===== config.mk =====
export PLATFORM = sky130hd
export DESIGN_NAME = csr_mtrap_unit
export DESIGN_NICKNAME = d
export VERILOG_FILES = /design/src/rtl/csr_pkg.sv /design/src/rtl/csr_counter.sv /design/src/rtl/csr_mtrap_unit.sv
export SDC_FILE = /design/constraint.sdc
export NUM_CORES = 1
export LEC_CHECK = 0
export ABC_AREA = 1
export BUFFER_PORTS_ARGS = -buffer_cell sky130_fd_sc_hd__buf_2
export CAP_MARGIN = 30
export CORE_MARGIN = 3
export CORE_UTILIZATION = 30
export DETAILED_ROUTE_END_ITERATION = 8
export PLACE_DENSITY_LB_ADDON = 0.12
export SLEW_MARGIN = 15
export SYNTH_ARGS = -nofsm -noshare
export SYNTH_HDL_FRONTEND = slang
export SYNTH_SLANG_ARGS = --single-unit

===== constraint.sdc =====
create_clock -name clk -period 4.15 [get_ports clk]
set_clock_uncertainty 0.15 [all_clocks]
set_input_delay 0.6225 -clock clk [delete_from_list [all_inputs] [get_ports clk]]
set_output_delay 0.6225 -clock clk [all_outputs]
set_load 0.005 [all_outputs]

===== src/rtl/csr_pkg.sv =====
// Shared definitions for the machine-mode CSR / trap unit: CSR addresses,
// Zicsr funct3 encodings, interrupt cause codes and redirect FSM states.
package csr_pkg;

  localparam logic [11:0] CSR_MSTATUS       = 12'h300;
  localparam logic [11:0] CSR_MIE           = 12'h304;
  localparam logic [11:0] CSR_MTVEC         = 12'h305;
  localparam logic [11:0] CSR_MCOUNTINHIBIT = 12'h320;
  localparam logic [11:0] CSR_MSCRATCH      = 12'h340;
  localparam logic [11:0] CSR_MEPC          = 12'h341;
  localparam logic [11:0] CSR_MCAUSE        = 12'h342;
  localparam logic [11:0] CSR_MIP           = 12'h344;
  localparam logic [11:0] CSR_MCYCLE        = 12'hB00;
  localparam logic [11:0] CSR_MINSTRET      = 12'hB02;
  localparam logic [11:0] CSR_MHPM_LO       = 12'hB03;
  localparam logic [11:0] CSR_MHPM_LAST     = 12'hB1F;
  localparam logic [11:0] CSR_MCYCLEH       = 12'hB80;
  localparam logic [11:0] CSR_MINSTRETH     = 12'hB82;
  localparam logic [11:0] CSR_MHPMH_LO      = 12'hB83;
  localparam logic [11:0] CSR_MHPMH_LAST    = 12'hB9F;

  typedef enum logic [2:0] {
    F3_RW  = 3'b001,
    F3_RS  = 3'b010,
    F3_RC  = 3'b011,
    F3_RWI = 3'b101,
    F3_RSI = 3'b110,
    F3_RCI = 3'b111
  } csr_funct3_e;

  localparam logic [4:0] CAUSE_MSI = 5'd3;
  localparam logic [4:0] CAUSE_MTI = 5'd7;
  localparam logic [4:0] CAUSE_MEI = 5'd11;

  localparam logic [31:0] MIE_MASK = 32'h0000_0888;

  typedef enum logic {
    RUN   = 1'b0,
    REDIR = 1'b1
  } csr_state_e;

  // mcycle (0) and minstret (2) are always inhibitable; bit 1 stays hardwired low.
  function automatic logic [31:0] inhibit_mask(input int num_hpm);
    logic [31:0] m;
    m = 32'h0000_0005;
    for (int i = 0; i < 29; i++) begin
      if (i < num_hpm) m[3+i] = 1'b1;
    end
    return m;
  endfunction

endpackage


===== src/rtl/csr_counter.sv =====
// Free-running event counter with separately writable low/high 32-bit halves.
// A CSR write in the same cycle as an increment takes precedence.
module csr_counter #(
  parameter int CNT_W = 64
) (
  input  logic             clk,
  input  logic             rst_n,
  input  logic             inc,
  input  logic             inhibit,
  input  logic             wr_lo,
  input  logic             wr_hi,
  input  logic [31:0]      wdata,
  output logic [CNT_W-1:0] cnt
);

  localparam logic [CNT_W-1:0] CNT_ONE = CNT_W'(1);

  always_ff @(posedge clk or negedge rst_n) begin
    if (!rst_n) begin
      cnt <= '0;
    end else if (wr_lo || wr_hi) begin
      if (wr_lo) cnt[31:0] <= wdata;
      if (wr_hi) cnt[CNT_W-1:32] <= wdata[CNT_W-33:0];
    end else if (inc && !inhibit) begin
      cnt <= cnt + CNT_ONE;
    end
  end

endmodule


===== src/rtl/csr_mtrap_unit.sv =====
// Machine-mode CSR file, interrupt arbitration and valid/ready PC redirect to IF.
// Optional hardware performance counters are built when CSR_HPM_EN is defined.
//
// state | meaning
// RUN   | normal execution, traps and mret accepted
// REDIR | redirect presented to IF, held until redir_ready
module csr_mtrap_unit
  import csr_pkg::*;
#(
  parameter int          NUM_HPM   = 4,
  parameter int          CNT_W     = 64,
  parameter logic [31:0] MTVEC_RST = 32'h0001_0000
) (
  input  logic               clk,
  input  logic               rst_n,
  input  logic               csr_valid,
  input  logic [2:0]         csr_funct3,
  input  logic [11:0]        csr_addr,
  input  logic [4:0]         csr_rs1_idx,
  input  logic [4:0]         csr_rd_idx,
  input  logic [31:0]        csr_wdata,
  output logic [31:0]        csr_rdata,
  output logic               csr_illegal,
  input  logic               mret_valid,
  input  logic [31:0]        ex_pc,
  input  logic               ex_pc_valid,
  input  logic               retire,
  input  logic [NUM_HPM-1:0] hpm_event,
  input  logic               irq_ext,
  input  logic               irq_tmr,
  input  logic               irq_sw,
  output logic               redir_valid,
  output logic [31:0]        redir_pc,
  input  logic               redir_ready
);

`ifdef CSR_HPM_EN
  localparam int HPM_IMPL = NUM_HPM;
`else
  localparam int HPM_IMPL = 0;
`endif
  localparam logic [31:0] INH_MASK = inhibit_mask(HPM_IMPL);

  csr_state_e state, state_nxt;

  logic             mst_mie, mst_mpie;
  logic [31:0]      mie_q, mtvec_q, mepc_q, mcause_q, mscratch_q, mcountinhibit_q;
  logic [CNT_W-1:0] cycle_cnt, instret_cnt;

  logic [31:0] mip, mstatus_rd, pend, hpm_rd;
  logic [31:0] rd_val, wr_src, wr_val;
  logic        addr_ok, addr_ro, wr_req, wr_en;
  logic        take_trap, take_mret;
  logic [4:0]  irq_code;
  logic [31:0] trap_base, trap_pc;

  logic unused_ok;
  assign unused_ok = ^{csr_rd_idx, ex_pc[1:0]};

  assign mip        = {20'b0, irq_ext, 3'b0, irq_tmr, 3'b0, irq_sw, 3'b0};
  assign mstatus_rd = {19'b0, 2'b11, 3'b0, mst_mpie, 3'b0, mst_mie, 3'b0};

  // ---------------- performance counters ----------------
`ifdef CSR_HPM_EN
  logic [CNT_W-1:0] hpm_cnt [NUM_HPM];

  for (genvar i = 0; i < NUM_HPM; i++) begin : g_hpm
    csr_counter #(.CNT_W(CNT_W)) u_hpm (
      .clk     (clk),
      .rst_n   (rst_n),
      .inc     (hpm_event[i]),
      .inhibit (mcountinhibit_q[3+i]),
      .wr_lo   (wr_en && (csr_addr == CSR_MHPM_LO + 12'(i))),
      .wr_hi   (wr_en && (csr_addr == CSR_MHPMH_LO + 12'(i))),
      .wdata   (wr_val),
      .cnt     (hpm_cnt[i])
    );
  end

  always_comb begin
    hpm_rd = '0;
    for (int i = 0; i < NUM_HPM; i++) begin
      if (csr_addr == CSR_MHPM_LO + 12'(i))  hpm_rd = hpm_cnt[i][31:0];
      if (csr_addr == CSR_MHPMH_LO + 12'(i)) hpm_rd = 32'(hpm_cnt[i][CNT_W-1:32]);
    end
  end
`else
  logic unused_hpm;
  assign unused_hpm = ^hpm_event;
  assign hpm_rd     = '0;
`endif

  csr_counter #(.CNT_W(CNT_W)) u_cycle (
    .clk     (clk),
    .rst_n   (rst_n),
    .inc     (1'b1),
    .inhibit (mcountinhibit_q[0]),
    .wr_lo   (wr_en && (csr_addr == CSR_MCYCLE)),
    .wr_hi   (wr_en && (csr_addr == CSR_MCYCLEH)),
    .wdata   (wr_val),
    .cnt     (cycle_cnt)
  );

  csr_counter #(.CNT_W(CNT_W)) u_instret (
    .clk     (clk),
    .rst_n   (rst_n),
    .inc     (retire),
    .inhibit (mcountinhibit_q[2]),
    .wr_lo   (wr_en && (csr_addr == CSR_MINSTRET)),
    .wr_hi   (wr_en && (csr_addr == CSR_MINSTRETH)),
    .wdata   (wr_val),
    .cnt     (instret_cnt)
  );

  // ---------------- read decode ----------------
  always_comb begin
    rd_val  = '0;
    addr_ok = 1'b1;
    addr_ro = 1'b0;
    case (csr_addr)
      CSR_MSTATUS:       rd_val = mstatus_rd;
      CSR_MIE:           rd_val = mie_q;
      CSR_MTVEC:         rd_val = mtvec_q;
      CSR_MCOUNTINHIBIT: rd_val = mcountinhibit_q;
      CSR_MSCRATCH:      rd_val = mscratch_q;
      CSR_MEPC:          rd_val = mepc_q;
      CSR_MCAUSE:        rd_val = mcause_q;
      CSR_MIP: begin
        rd_val  = mip;
        addr_ro = 1'b1;
      end
      CSR_MCYCLE:        rd_val = cycle_cnt[31:0];
      CSR_MCYCLEH:       rd_val = 32'(cycle_cnt[CNT_W-1:32]);
      CSR_MINSTRET:      rd_val = instret_cnt[31:0];
      CSR_MINSTRETH:     rd_val = 32'(instret_cnt[CNT_W-1:32]);
      default: begin
        // The whole hpm window decodes legally even when the counters are not built.
        if ((csr_addr >= CSR_MHPM_LO && csr_addr <= CSR_MHPM_LAST) ||
            (csr_addr >= CSR_MHPMH_LO && csr_addr <= CSR_MHPMH_LAST))
          rd_val = hpm_rd;
        else
          addr_ok = 1'b0;
      end
    endcase
  end

  assign csr_rdata = rd_val;
  assign wr_src    = csr_funct3[2] ? {27'b0, csr_rs1_idx} : csr_wdata;

  always_comb begin
    wr_val = rd_val;
    wr_req = 1'b0;
    case (csr_funct3)
      F3_RW, F3_RWI: begin
        wr_val = wr_src;
        wr_req = csr_valid;
      end
      F3_RS, F3_RSI: begin
        wr_val = rd_val | wr_src;
        wr_req = csr_valid && (csr_rs1_idx != 5'd0);
      end
      F3_RC, F3_RCI: begin
        wr_val = rd_val & ~wr_src;
        wr_req = csr_valid && (csr_rs1_idx != 5'd0);
      end
      default: ;
    endcase
  end

  assign csr_illegal = csr_valid && (!addr_ok || (wr_req && addr_ro));
  assign wr_en       = wr_req && !csr_illegal;

  // ---------------- interrupt arbitration ----------------
  assign pend = mip & mie_q & {32{mst_mie}};

  always_comb begin
    if (pend[11])     irq_code = CAUSE_MEI;
    else if (pend[3]) irq_code = CAUSE_MSI;
    else              irq_code = CAUSE_MTI;
  end

  assign trap_base = {mtvec_q[31:2], 2'b00};
  assign trap_pc   = (mtvec_q[1:0] == 2'b01) ? trap_base + {25'b0, irq_code, 2'b00} : trap_base;

  // ---------------- redirect FSM ----------------
  always_ff @(posedge clk or negedge rst_n) begin
    if (!rst_n) state <= RUN;
    else        state <= state_nxt;
  end

  always_comb begin
    state_nxt = state;
    case (state)
      RUN:     if (take_trap || take_mret) state_nxt = REDIR;
      REDIR:   if (redir_ready) state_nxt = RUN;
      default: state_nxt = RUN;
    endcase
  end

  // A CSR op in EX holds off the interrupt so the op is not half-committed.
  always_comb begin
    take_trap   = 1'b0;
    take_mret   = 1'b0;
    redir_valid = 1'b0;
    case (state)
      RUN: begin
        take_trap = (|pend) && ex_pc_valid && !csr_valid;
        take_mret = mret_valid && !take_trap;
      end
      REDIR:   redir_valid = 1'b1;
      default: ;
    endcase
  end

  // ---------------- architectural registers ----------------
  always_ff @(posedge clk or negedge rst_n) begin
    if (!rst_n) begin
      redir_pc        <= '0;
      mst_mie         <= 1'b0;
      mst_mpie        <= 1'b0;
      mie_q           <= '0;
      mtvec_q         <= MTVEC_RST;
      mepc_q          <= '0;
      mcause_q        <= '0;
      mscratch_q      <= '0;
      mcountinhibit_q <= '0;
    end else begin
      if (take_trap)      redir_pc <= trap_pc;
      else if (take_mret) redir_pc <= mepc_q;

      if (take_trap) begin
        mst_mpie <= mst_mie;
        mst_mie  <= 1'b0;
      end else if (take_mret) begin
        mst_mie  <= mst_mpie;
        mst_mpie <= 1'b1;
      end else if (wr_en && csr_addr == CSR_MSTATUS) begin
        mst_mie  <= wr_val[3];
        mst_mpie <= wr_val[7];
      end

      if (take_trap) begin
        mepc_q   <= {ex_pc[31:2], 2'b00};
        mcause_q <= {1'b1, 26'b0, irq_code};
      end else begin
        if (wr_en && csr_addr == CSR_MEPC)   mepc_q   <= {wr_val[31:2], 2'b00};
        if (wr_en && csr_addr == CSR_MCAUSE) mcause_q <= wr_val;
      end

      if (wr_en && csr_addr == CSR_MIE)           mie_q           <= wr_val & MIE_MASK;
      if (wr_en && csr_addr == CSR_MTVEC)         mtvec_q         <= wr_val;
      if (wr_en && csr_addr == CSR_MSCRATCH)      mscratch_q      <= wr_val;
      if (wr_en && csr_addr == CSR_MCOUNTINHIBIT) mcountinhibit_q <= wr_val & INH_MASK;
    end
  end

endmodule


==> run summary <==
Required time at the worst-slack endpoint: 3380 ps. The routed layout has 23615 vias. Of the cells placed in the final design, the portion with a size suffix greater than 1 is 10.9%.

The synthesized netlist devotes 41.3% of its cell area to simple gates. For this run, the top clock speed supported by timing is 0.272 GHz. The final weighted congestion of routability-driven global placement was 1.00; the depth of the worst register-to-register path was 15.

Worst hold endpoint: state. The run finished with clean final reports. The post-synthesis register bit count came out at 292. Setup repair after global routing left no endpoint under its margin.

The synthesized netlist contains 50 unique library cells. For this design, the sink count on the clock tree is 292. The die boundary height was 272 µm; the register clock-pin slew on the reported worst setup and hold paths was 60 ps. The later pin in the worst-skew pair is clocked with a latency of 600 ps. Summing every instance area after synthesis gives 21300 µm². After synthesis, the share of cell area in mux cells is 0%. After detailed routing, the met3 layer carries 8.97 mm of wire. Clock tree synthesis inserted a total of 40 buffers. In the detailed route, the total length drawn on met2 is 50.1 mm. For the register area share after synthesis, the log shows 34.4%. The tools report the number of buffers on the longest clock path as 3. TritonCTS built the clock tree.

Max-cap violations in this run came to 0. Setup violations remaining at the end of the flow were counted as 0. The first-pass GRT wire length came out at 165 mm. After synthesis, the largest family of logic cells by area is simple AND/OR/NAND/NOR gates.

A synthesized cell averages 6.34 µm². For this block, the initial DRC count from the detailed router was 2677. The endpoint identified for the worst register-to-register timing path is redir_pc[15].

The compound-gate portion of the synthesized area works out to 9.47%. The pin count of the biggest net entering global routing was 86. The initial utilization of the core area, before any placement, comes to 30.6%. Internal power comes to 5.21 mW. The worst hold path belongs to the class input port to flop. 169 I/O pins were placed.

Relative to the synthesized area, the layout overhead comes to 17.2%. The die is 272 µm wide. The final layout contains 3638 nets. The logs give 12.4 nW for the static leakage and 30.8% for the global routing usage summed across all routing layers. Reported net switching power: 2.09 mW.

The number of antenna violations at the first check in global routing is 5, and the sum of net half-perimeters after detailed placement is 91.0 mm. Summing internal, switching and leakage power gives 7.29 mW. Post-layout minimum cycle time: 3680 ps.

In this run the power density over the cells is 293 nW/µm². The most used flip-flop cell after synthesis is dfrtp_1. Combinational cells account for 9.7% of the total power. Critical path arrival: 2910 ps. The type of the worst setup path is input port to primary output. The residual antenna-violating net count after detailed routing is 0, and the via count of the first global-routing pass is 22255. For the instance count of the mapped netlist, the log shows 3357. Of the total power, the clock network draws 48.9%. Dividing the detail-routed wire length by the instance count gives 25.9 µm. After detailed routing, the number of remaining DRC violations is 0. In this run the clock root is driven by a clkbuf_16. The adder and majority cell fraction of the synthesized area is 0.294%, and the part of the power in registers is 41.4%. Counting flops with a built-in enable in the synthesized netlist gives 0. CTS built an H-tree with a depth of 2. Number of cells on the worst hold path: 2. The post-detailed-placement cell area was 23600 µm²; the reg2reg setup slack was 950 ps.

The number of iterations in the first detailed-routing pass came out at 6. The final instance area was 24900 µm². The share of the core filled with cells in the final layout is 35.9%. The count of input and output buffers works out to 155. The largest individual stage delay along the critical path comes from the cell nand2_1.

The floorplan step defined a die boundary enclosing 74100 µm². Of the total synthesized cell area, the portion taken by XOR and XNOR cells is 5.64%. Headroom to the max-slew limit came out at 31.7%. Once placement completed, the tool counted placed cells totaling 4417.

The core region area came out at 69400 µm². The tools report the reg-to-reg critical path startpoint as mst_mie. The logs give 52.5 mm for the detailed-route wire length on metal 1 and 0 for the hold violation count in the final report. The worst hold path begins at redir_ready. The logs give 4488 for the count of non-filler cells in the finished layout and 116 mm for the sum of routed wire length over all layers. Of all nets on the critical path, the largest fanout is 9. The tools report the startpoint class of the critical path as an input port.

The final-report max-slew violation count was 0; the post-cts resize count was 0. The sum of negative setup slack is 0 ps. For the pin with the worst max-slew slack, the measured transition is 1020 ps. Leaving out fill and tap cells, the most frequent cells in the layout are nand2_1 (1344), inv_1 (296), dfrtp_1 (291). The highest metal layer with signal wires was met5.

STA classifies the critical path endpoint as a primary output. The signal on the critical path passes through buf_2, nor2_1, nand3_1, nor2_4, nand2_1, buf_4, o22ai_1, nor2_1, nand2_1, buf_2. The antenna diode instance count is 0. The largest single stage delay on the critical path is 440 ps. The logs give 96 for the count of standard-cell rows and 0.251 mV for the maximum vdd ir drop. The aggregate global routing overflow is 0, and the net switching fraction of the power is 28.6%. Dividing the detail-routed via count by the number of cells gives 5.26.

The final critical path takes up 88.7% of the cycle. For this run, the number of Yosys warnings is 0. In the synthesized netlist the async set-or-reset flop fraction comes to 100%.

Leaving out fill and tap cells, the most frequent cell in the layout is nand2_1.
-- area by class of cell --
type                            count  area, µm²
Clock buffer                       56       1120
Sequential cell                   292       7310
Tap cell                          931       1160
Clock inverter                     13        180
Multi-Input combinational cell   2611      12100
Inverter                          313       1180
Fill cell                        7889      44500
Timing Repair Buffer              272       1880
-- routing by layer --
metal,global-route usage (%),vias up
li1,-,11036
met1,44.1,11421
met2,46.7,998
met3,4.83,158
met4,11.1,2
met5,0,-
-- what timing repair did --
item / CTS / global route
hold buffers: 1 / 0
hold endpoints to repair: 78 / 0
buffers inserted: 0 / 0
-- worst max-delay path, delay by kind of cell --
family / cells / cell delay, ps
buf+inv: 3 / 600
simple gates: 6 / 1380
compound gates: 1 / 300
-- cells by family (layout without fill, tap and decap cells) --
kind of cell | after synthesis | in the layout
flops | 292 | 292
simple gates | 2107 | 2107
fa+ha+maj | 5 | 5
other cells | 1 | 2
xor+xnor | 137 | 137
buf+inv | 455 | 654
compound gates | 360 | 360
-- cells in the mapped netlist, drive strengths merged (5+ instances only) --
library cell,number,share of area [%]
o31ai,11,0.39
nor4,5,0.15
o21ai,235,5.6
nor3,97,2.3
nand2,1349,24
o211ai,9,0.32
dfrtp,291,34
buf,90,2.4
nor2,302,5.8
o221ai,5,0.21
ha,5,0.29
nand3b,5,0.18
xnor2,8,0.33
o22ai,41,1.2
nand3,287,6.9
clkbuf,52,0.92
a22o,5,0.21
a21oi,37,0.96
xor2,129,5.3
a21boi,11,0.39
inv,310,5.5
nand4,54,2.0
-- how the worst max path moves through the flow --
| stage | start | endpoint | slack, ps | cells past startpoint |
|---|---|---|---|---|
| 2_1_floorplan | csr_addr[9] | csr_rdata[12] | 1490 | 9 |
| 3_3_place_gp | csr_addr[10] | mepc_q[8] | 460 | 14 |
| 3_5_place_dp | csr_addr[4] | u_cycle.cnt[23] | 480 | 16 |
| 4_1_cts | csr_addr[4] | csr_rdata[14] | 560 | 10 |
| 5_1_grt | csr_addr[4] | csr_rdata[29] | 410 | 9 |
| 6_report | csr_addr[4] | csr_rdata[26] | 470 | 10 |
-- registers in the layout, indices dropped and copies added (netlist names) --
| name | cells |
|---|---|
| mscratch_q | 32 |
| mst_mpie | 1 |
| mst_mie | 1 |
| mepc_q | 30 |
| state | 1 |
| mie_q | 3 |
| mtvec_q | 32 |
| u_instret.cnt | 64 |
| mcountinhibit_q | 2 |
| u_cycle.cnt | 64 |
| mcause_q | 32 |
| redir_pc | 30 |
-- power by group through the flow --
| stage | combinational (mW) | sequential, mW | clock [mW] |
|---|---|---|---|
| detailed placement | 0.705 | 3.06 | 0 |
| global placement | 0.699 | 3.06 | 0 |
| global route | 0.777 | 3.02 | 3.75 |
| finish | 0.708 | 3.02 | 3.57 |
| CTS | 0.707 | 3.01 | 3.62 |
| floorplan | 0.324 | 3.03 | 0 |
-- per-stage QoR --
stage,setup slack [ps],hold slack (ps)
after floorplan,1490,177
after global placement,461,306
after detailed placement,476,308
after CTS,560,40.6
after global routing,413,80.6
final,468,66.8
No activity file was read; power rests on OpenSTA's default activity.
